## src/rtl/ccd_line_timing_pkg.sv

```systemverilog
// rtl/ccd_line_timing_pkg.sv - shared state encoding and default line timing for the CCD readout
// Contents: state_e (FSM encoding), DEF_* timing/width defaults shared with capture logic.
package ccd_line_timing_pkg;

  typedef enum logic [2:0] {
    ST_IDLE = 3'd0,
    ST_SH   = 3'd1,
    ST_GAP  = 3'd2,
    ST_READ = 3'd3,
    ST_DONE = 3'd4
  } state_e;

  localparam int DEF_SH_WIDTH = 20;
  localparam int DEF_SH_GAP   = 10;
  localparam int DEF_PIX_DIV  = 4;
  localparam int DEF_NUM_PIX  = 512;
  localparam int DEF_IDX_W    = 10;
  localparam int DEF_CNT_W    = 16;

endpackage

```

## src/rtl/ccd_line_timing_pix_clk_gen.sv

```systemverilog
// rtl/ccd_line_timing_pix_clk_gen.sv - gated divide-by-2*DIV clock with rise strobe
// Ports:
//   clk_in, rst_n  : system clock, async active-low reset
//   enable         : run the divider; when low the divider and clock are held at 0
//   clk_out        : divided clock, toggles each time the divider wraps
//   rise_pulse     : one-cycle strobe coincident with clk_out going 0->1
//   toggle_tick    : combinational, high in the cycle before clk_out toggles
module ccd_line_timing_pix_clk_gen #(
  parameter int DIV   = 4,
  parameter int CNT_W = 16
) (
  input  logic clk_in,
  input  logic rst_n,
  input  logic enable,
  output logic clk_out,
  output logic rise_pulse,
  output logic toggle_tick
);

  logic [CNT_W-1:0] div_q, div_d;
  logic             clk_q, clk_d;
  logic             rise_q, rise_d;

  assign toggle_tick = enable && (div_q == CNT_W'(DIV - 1));
  assign clk_out     = clk_q;
  assign rise_pulse  = rise_q;

  always_comb begin
    div_d  = div_q;
    clk_d  = clk_q;
    rise_d = 1'b0;
    if (!enable) begin
      div_d = '0;
      clk_d = 1'b0;
    end else if (toggle_tick) begin
      div_d  = '0;
      clk_d  = ~clk_q;
      rise_d = ~clk_q;
    end else begin
      div_d = div_q + CNT_W'(1);
    end
  end

  always_ff @(posedge clk_in or negedge rst_n) begin
    if (!rst_n) begin
      div_q  <= '0;
      clk_q  <= 1'b0;
      rise_q <= 1'b0;
    end else begin
      div_q  <= div_d;
      clk_q  <= clk_d;
      rise_q <= rise_d;
    end
  end

endmodule

```

## src/rtl/ccd_line_timing.sv

```systemverilog
// rtl/ccd_line_timing.sv - CCD line readout sequencer: SH pulse, gap, gated pixel clock, end of line
// Ports:
//   clk_in, rst_n : system clock, async active-low reset
//   line_start    : line strobe; its rising edge starts a line when idle
//   sh_out        : shift-gate pulse
//   pix_clk       : sensor pixel clock, low outside readout
//   pix_valid     : one-cycle strobe per pixel, with pix_clk rising
//   pix_index     : current pixel number, held between strobes
//   busy          : high whenever a line is in progress
//   line_done     : one-cycle end-of-line strobe
//   overrun       : sticky, a line_start edge arrived while busy
module ccd_line_timing
  import ccd_line_timing_pkg::*;
#(
  parameter int SH_WIDTH = DEF_SH_WIDTH,
  parameter int SH_GAP   = DEF_SH_GAP,
  parameter int PIX_DIV  = DEF_PIX_DIV,
  parameter int NUM_PIX  = DEF_NUM_PIX,
  parameter int IDX_W    = DEF_IDX_W,
  parameter int CNT_W    = DEF_CNT_W
) (
  input  logic             clk_in,
  input  logic             rst_n,
  input  logic             line_start,
  output logic             sh_out,
  output logic             pix_clk,
  output logic             pix_valid,
  output logic [IDX_W-1:0] pix_index,
  output logic             busy,
  output logic             line_done,
  output logic             overrun
);

  // One extra bit so the count can reach NUM_PIX even when NUM_PIX == 2**IDX_W.
  localparam int PIX_CNT_W = IDX_W + 1;

  if (NUM_PIX > (1 << IDX_W)) begin : g_bad_num_pix
    $error("ccd_line_timing: NUM_PIX does not fit in IDX_W bits");
  end

  state_e                 state_q, state_d;
  logic                   ls_q, ls_d;
  logic [CNT_W-1:0]       phase_q, phase_d;
  logic [PIX_CNT_W-1:0]   pix_cnt_q, pix_cnt_d;
  logic [IDX_W-1:0]       pix_index_q, pix_index_d;
  logic                   overrun_q, overrun_d;

  logic start;
  logic toggle_tick;
  logic pix_rise;

  assign start = line_start & ~ls_q;

  ccd_line_timing_pix_clk_gen #(
    .DIV   (PIX_DIV),
    .CNT_W (CNT_W)
  ) u_pix_clk_gen (
    .clk_in      (clk_in),
    .rst_n       (rst_n),
    .enable      (state_q == ST_READ),
    .clk_out     (pix_clk),
    .rise_pulse  (pix_valid),
    .toggle_tick (toggle_tick)
  );

  // The divider is about to take pix_clk high: latch the pixel number now so
  // pix_index changes together with pix_valid.
  assign pix_rise = toggle_tick & ~pix_clk;

  always_comb begin
    state_d     = state_q;
    ls_d        = line_start;
    phase_d     = phase_q;
    pix_cnt_d   = pix_cnt_q;
    pix_index_d = pix_index_q;
    overrun_d   = overrun_q | (start & (state_q != ST_IDLE));

    case (state_q)
      ST_IDLE: begin
        if (start) begin
          state_d = ST_SH;
          phase_d = '0;
        end
      end
      ST_SH: begin
        if (phase_q == CNT_W'(SH_WIDTH - 1)) begin
          state_d = ST_GAP;
          phase_d = '0;
        end else begin
          phase_d = phase_q + CNT_W'(1);
        end
      end
      ST_GAP: begin
        if (phase_q == CNT_W'(SH_GAP - 1)) begin
          state_d = ST_READ;
          phase_d = '0;
        end else begin
          phase_d = phase_q + CNT_W'(1);
        end
      end
      ST_READ: begin
        if (pix_rise) begin
          pix_index_d = pix_cnt_q[IDX_W-1:0];
          pix_cnt_d   = pix_cnt_q + PIX_CNT_W'(1);
        end
        // Leave on the falling toggle after the last pixel so pix_clk ends low.
        if (toggle_tick && pix_clk && (pix_cnt_q == PIX_CNT_W'(NUM_PIX))) begin
          state_d = ST_DONE;
        end
      end
      ST_DONE: begin
        state_d     = ST_IDLE;
        pix_cnt_d   = '0;
        pix_index_d = '0;
      end
      default: begin
        state_d = ST_IDLE;
      end
    endcase
  end

  always_ff @(posedge clk_in or negedge rst_n) begin
    if (!rst_n) begin
      state_q     <= ST_IDLE;
      ls_q        <= 1'b0;
      phase_q     <= '0;
      pix_cnt_q   <= '0;
      pix_index_q <= '0;
      overrun_q   <= 1'b0;
    end else begin
      state_q     <= state_d;
      ls_q        <= ls_d;
      phase_q     <= phase_d;
      pix_cnt_q   <= pix_cnt_d;
      pix_index_q <= pix_index_d;
      overrun_q   <= overrun_d;
    end
  end

  assign sh_out    = (state_q == ST_SH);
  assign busy      = (state_q != ST_IDLE);
  assign line_done = (state_q == ST_DONE);
  assign pix_index = pix_index_q;
  assign overrun   = overrun_q;

endmodule

```

## config.mk

```make
export PLATFORM = sky130hd
export DESIGN_NAME = ccd_line_timing
export DESIGN_NICKNAME = d
export VERILOG_FILES = /design/src/rtl/ccd_line_timing_pkg.sv /design/src/rtl/ccd_line_timing_pix_clk_gen.sv /design/src/rtl/ccd_line_timing.sv
export SDC_FILE = /design/constraint.sdc
export NUM_CORES = 1
export LEC_CHECK = 0
export CORE_AREA = 8 8 94 96
export CTS_CLUSTER_DIAMETER = 150
export CTS_CLUSTER_SIZE = 10
export DETAILED_ROUTE_END_ITERATION = 12
export DIE_AREA = 0 0 102 104
export PLACE_DENSITY = 0.65
export SYNTH_ARGS = -nofsm -noshare
export SYNTH_HDL_FRONTEND = slang
export SYNTH_SLANG_ARGS = --single-unit
```

## constraint.sdc

```tcl
create_clock -name clk_in -period 2.5 [get_ports clk_in]
set_input_delay 0.375 -clock clk_in [delete_from_list [all_inputs] [get_ports clk_in]]
set_output_delay 0.375 -clock clk_in [all_outputs]
set_load 0.005 [all_outputs]
```

* Word level (Yosys, flattened, before mapping)
Index checks and enable logic that the tools add are counted.
** Storage, ports and cells
- Register bits after elaboration :: 60
- Input bits :: 3
- Output and inout bits :: 16
- Logic and storage cells :: 61
** Cells by class
- $add $sub $neg :: 3
- Eq/ne operators :: 14
- Mux-type cells :: 19
- Bitwise gates (word level) :: 6
- Reduce and logical (&&, ||, !) cells :: 10
** Operators with widths (number)
- $mux 16 :: 5
- $pmux 16 s3 :: 1
- $add 16x1->16 const B :: 2
- $pmux 11 s2 :: 1
- $pmux 10 s2 :: 1
- $eq 16x2->1 const B :: 1
- $eq 16x4->1 const B :: 1
- $eq 16x5->1 const B :: 1
- $mux 3 :: 4
- $pmux 3 s4 :: 1
- $add 11x1->11 const B :: 1
- $eq 11x10->1 const B :: 1
- $mux 11 :: 1
- $mux 10 :: 1
- $ne 2x2->1 const B :: 5
- $eq 3x2->1 const B :: 2
- $reduce_bool 3->1 :: 2
- $mux 1 :: 4
- $reduce_and 2->1 :: 2
- $reduce_and 4->1 :: 1
- $and 1x1->1 :: 3
- $eq 3x1->1 const B :: 1
- $eq 3x3->1 const B :: 1
- $logic_and 1x1->1 :: 3
- 5 further kinds :: 6

* Longest topological paths before layout
- Depth in word-level cells :: 6
- Depth in mapped cells :: 8
- Gate-level depth less buffers :: 7

* By module
A second synthesis with hierarchy kept.
** Second synthesis, totals
- Cell total of the unflattened synthesis :: 311
- Area, all modules :: 3103.0 sq um
** Modules (own cells, without submodules)
- ccd_line_timing :: times used 1, cells an instance 223, area an instance 2172.1 sq um, sequential area each 1051.0 sq um
- ccd_line_timing_pix_clk_gen :: times used 1, cells an instance 88, area an instance 930.9 sq um, sequential area each 450.4 sq um

* Worst setup path before layout
OpenSTA, ideal clock, no wires.
- Path type :: flip-flop to flip-flop
- Start point :: register u_pix_clk_gen.div_q[0]
- End point :: register state_q[0]
- Setup time :: 0.128 ns
- Data arrival time :: 1.692 ns
- Data required time :: 2.372 ns
- Path slack :: 0.680 ns
- Cell stages (with the launch flop) :: 7
- Path buffers :: 0
- Clock period less this slack :: 1.820 ns
- Cells stage by stage :: dfrtp_1 ha_1 nor3b_1 nand4_2 nor4_2 o21ai_2 mux2_1
** On the way
- Cells in the longest elaborated chain, start to end :: 6
** RTL lines
- start: declaration :: RTL line ccd_line_timing_pix_clk_gen.sv:20 : logic [CNT_W-1:0] div_q, div_d;
- start signal: assignment :: RTL line ccd_line_timing_pix_clk_gen.sv:50 : div_q <= div_d;
- $eq 16x2->1 :: RTL line ccd_line_timing_pix_clk_gen.sv:24 : assign toggle_tick = enable && (div_q == CNT_W'(DIV - 1));
- $logic_and 1x1->1 :: RTL line ccd_line_timing_pix_clk_gen.sv:24
- $logic_and 1x1->1 (2 in a row) :: RTL line ccd_line_timing.sv:107 : if (toggle_tick && pix_clk && (pix_cnt_q == PIX_CNT_W'(NUM_PIX))) begin
- $ne 2x2->1 (no source line)
- $reduce_and 4->1 (no source line)
- end signal: assignment :: RTL line ccd_line_timing.sv:131 : state_q <= state_d;
- end: declaration :: RTL line ccd_line_timing.sv:41 : state_e state_q, state_d;
No other way between the ends.
A chain may end at the register's enable or synchronous reset.

* Worst setup path after layout
- Start point :: register state_q[1]
- End point :: output port line_done
** On the way
- Cells in the longest elaborated chain, start to end :: 1
** RTL lines
- $eq 3x3->1 :: RTL line ccd_line_timing.sv:142 : assign line_done = (state_q == ST_DONE);
- end: declaration :: RTL line ccd_line_timing.sv:30 : output logic line_done,
No other way between the ends.

==> impl_metrics.ini <==
[cts]
cts-root-buf = sky130_fd_sc_hd__clkbuf_8
cts_sinks = 60
post-cts-setup-buffer-count = 0
worst_path_clk_slew_ns = 0.07
worst_skew_pair.late_latency_ns = 0.34
numCtsBuffers = 9
clock_path_buffers = 2
tritoncts_clock_tree = built
htreeDepth = 3

[grt]
grt_first_pass_wirelength_um = 10920
track_usage = 0.1290
grt-ovfl-total = 0
antenna_violations_before_repair = 0
largest_net_degree_at_the_start_of_global_routing = 26
vias_in_the_first_global_route = 2323

[power_and_ir_drop]
netSwitchingFraction = 0.2235
reg_power_frac = 0.526
p_sw_w = 0.0004131
pwr_density_cell_mw_per_mm2 = 510.8
pwr-share-comb = 0.014
leakage_nw = 1.458
clockPowerShare = 0.460
irDropWorstVdd_mv = 0.2477
internal_power_w = 0.001435

[worst_setup_path]
critical_path.reg2reg.endpoint = u_pix_clk_gen.div_q[10]
type_of_element_launching_the_critical_path = register
crit_path_max_fanout = 8
critPathRequiredTime_ns = 2.12
r2r_slack_ns = 0.43
critical_path.endpoint_type = output pin
worstRegToRegCells = 6
regToRegStartpoint = u_pix_clk_gen.div_q[0]
critical_path_arrival_ns = 1.92
critPathKind = register to output pin

[timing]
clock-skew-final_ns = 0.007393
rsz0062_at_grt = false
final-hold-violation-count = 0
max_clock_freq_mhz = 435.9
final_period_minus_worst_setup_slack_ns = 2.294
slew_headroom = 0.6065
setup_viol = 0
post-route-period-util = 0.9177
tns_ns = 0
worst_pin_slew_ns = 0.5849
slew_viol_final = 0

[logic_synthesis]
distinct_cell_type_count_of_the_synthesized_netlist = 44
synthesized_cell_area_mm2 = 0.003178
portion_of_the_post_synthesis_area_used_by_sequential_elements = 0.4724
yosys_warnings = 0
synthCells = 314
mappedNetlistNets = 322
synth.ff_latch_count = 60
avgSynthCellArea_um2 = 10.12

[layout]
n_antenna_cell = 0
drive_above_1_share = 0.1529
multiInputGateArea_mm2 = 0.001531
register_area_mm2 = 0.001501
flow.area_growth_from_synthesis_pct = 13.86
finalCoreUtilization = 0.4859
fin_area_mm2 = 0.003618
finalNetCount = 343
fillerInstances = 743

[drt]
first_pass_iters = 4
highest-signal-layer = met4
route.antenna.remaining_nets = 0
drt-wirelength-per-cell_um = 13.75
viasPerCell = 5.102
routedLengthMet1_um = 3037
wl_met3_um = 181
wl_met2_um = 2708
dr_total_vias = 2255
drt_iter0_drc = 71
drt_wl_total_um = 6076
drc = 0

[die]
starting_utilization_of_the_core_area = 0.4267
die_x_um = 102
ios = 19
row_count = 32
dieArea_mm2 = 0.01061
coreArea_mm2 = 0.007447
floorplan.die.height_um = 104

[placement]
postPlaceCellArea_mm2 = 0.003423
gpl.final_weighted_congestion = 0.7680
numPortBuffers = 18
dp.final_hpwl_um = 4370

[hold_path]
hold_path.class = input pin to asynchronous set/reset pin

[status]
status = finished, final reports clean

[run]
max-cap-violations = 0
## synthesized netlist by cell type
cell	number	area [um2]
sky130_fd_sc_hd__a2111oi_4	2	55.05
sky130_fd_sc_hd__a211oi_1	1	7.510
sky130_fd_sc_hd__a21o_1	4	30.03
sky130_fd_sc_hd__a21oi_1	2	10.01
sky130_fd_sc_hd__a22oi_2	1	12.51
sky130_fd_sc_hd__and2_2	1	7.510
sky130_fd_sc_hd__and3_1	7	43.79
sky130_fd_sc_hd__and3b_2	2	20.02
sky130_fd_sc_hd__and4_1	1	8.760
sky130_fd_sc_hd__buf_2	4	20.02
sky130_fd_sc_hd__buf_4	2	15.01
sky130_fd_sc_hd__buf_6	4	45.04
sky130_fd_sc_hd__clkbuf_1	3	11.26
sky130_fd_sc_hd__clkbuf_2	1	5.000
sky130_fd_sc_hd__clkbuf_8	1	13.76
sky130_fd_sc_hd__dfrtp_1	60	1501
sky130_fd_sc_hd__ha_1	5	62.56
sky130_fd_sc_hd__inv_1	10	37.54
sky130_fd_sc_hd__mux2_1	2	22.52
sky130_fd_sc_hd__mux2i_1	4	40.04
sky130_fd_sc_hd__nand2_1	43	161.4
sky130_fd_sc_hd__nand2b_1	1	6.260
sky130_fd_sc_hd__nand3_1	13	65.06
sky130_fd_sc_hd__nand3b_4	1	20.02
sky130_fd_sc_hd__nand4_1	13	81.33
sky130_fd_sc_hd__nand4_2	1	12.51
sky130_fd_sc_hd__nor2_1	38	142.6
sky130_fd_sc_hd__nor2_2	5	31.28
sky130_fd_sc_hd__nor3_1	8	40.04
sky130_fd_sc_hd__nor3b_1	2	15.01
sky130_fd_sc_hd__nor4_1	4	25.02
sky130_fd_sc_hd__nor4_2	9	112.6
sky130_fd_sc_hd__nor4_4	3	63.81
sky130_fd_sc_hd__o21ai_0	14	70.07
sky130_fd_sc_hd__o21ai_2	1	8.760
sky130_fd_sc_hd__o21bai_1	1	7.510
sky130_fd_sc_hd__o31ai_1	1	7.510
sky130_fd_sc_hd__o41ai_1	1	8.760
sky130_fd_sc_hd__or2_2	1	6.260
sky130_fd_sc_hd__or2b_1	1	7.510
sky130_fd_sc_hd__or3_1	1	6.260
sky130_fd_sc_hd__or4_4	1	11.26
sky130_fd_sc_hd__xnor2_1	15	131.4
sky130_fd_sc_hd__xor2_1	19	166.4
## timing repair
action                     4_1_cts  5_1_grt
setup endpoints to repair        1        0
hold buffers                     0        0
gates resized for setup          1        0
## placed cells by master (no fill, tap or decap), types with 10 or more instances in the layout
cell / instances
sky130_fd_sc_hd__inv_1: 10
sky130_fd_sc_hd__dfrtp_1: 60
sky130_fd_sc_hd__nand4_1: 13
sky130_fd_sc_hd__nand3_1: 13
sky130_fd_sc_hd__o21ai_0: 14
sky130_fd_sc_hd__nand2_1: 43
sky130_fd_sc_hd__clkdlybuf4s50_1: 17
sky130_fd_sc_hd__xor2_1: 19
sky130_fd_sc_hd__nor2_1: 37
sky130_fd_sc_hd__xnor2_1: 15
## cells by family after synthesis
family	share of synthesized area
adder cells (fa/ha/maj)	0.01969
XOR/XNOR	0.09370
flip-flops	0.4724
AND/OR/NAND/NOR	0.2795
buffers and inverters	0.04645
multiplexers	0.01969
AO/OA/AOI/OAI	0.06851
## worst max-delay path by stage
stage | from | end | slack, ns | cells past startpoint
after floorplan | u_pix_clk_gen.div_q[0] | state_q[0] | 0.68 | 6
after global placement | line_start | phase_q[8] | 0.37 | 6
after detailed placement | line_start | phase_q[8] | 0.33 | 6
after CTS | state_q[1] | line_done | 0.16 | 4
after global routing | state_q[1] | line_done | 0.07 | 4
final | state_q[1] | line_done | 0.21 | 4
## final cells by class
type,instances,area share
multi-input combinational,229,0.4232
clock inverter,6,0.01798
sequential,60,0.4149
timing repair buffer,25,0.06293
inverter,10,0.01037
tap,102,0.03527
clock buffer,10,0.03527
## sequential cells by signal, indices dropped and copies added, names as in the netlist
name	cells
ls_q	1
phase_q	16
overrun	1
u_pix_clk_gen.div_q	16
pix_index	10
u_pix_clk_gen.rise_pulse	1
pix_cnt_q	11
state_q	3
u_pix_clk_gen.clk_out	1
## power groups by stage
stage | clock, W | sequential [W] | combinational [W]
final | 0.000851 | 0.000971 | 0.0000260
after global placement | 0 | 0.000990 | 0.0000274
after CTS | 0.000878 | 0.000971 | 0.0000282
after floorplan | 0 | 0.000990 | 0.00000224
after detailed placement | 0 | 0.000990 | 0.0000282
after global routing | 0.000911 | 0.000971 | 0.0000315
## worst max-delay path, stage by stage (launching register included)
cell                              delay [ns]
sky130_fd_sc_hd__dfrtp_1                0.50
sky130_fd_sc_hd__nor2_2                 0.34
sky130_fd_sc_hd__nand2_1                0.13
sky130_fd_sc_hd__inv_1                  0.11
sky130_fd_sc_hd__clkdlybuf4s50_1        0.51
## stage by stage
stage	instances	hold slack (ns)	total power, W	worst slack [ns]
floorplan	314	0.07941	0.0009923	0.6801
global placement	426	0.3998	0.001017	0.3709
detailed placement	426	0.4130	0.001018	0.3341
CTS	442	0.03407	0.001878	0.1631
global route	442	0.06121	0.001913	0.06942
finish	442	0.02028	0.001848	0.2057
## metal layers
layer	vias to the layer above	track usage
met4	0	0.08080
met1	1102	0.1670
li1	1118	-
met2	22	0.1881
met3	13	0.02945
met5	-	0
Power figures use the tool's default switching activity.
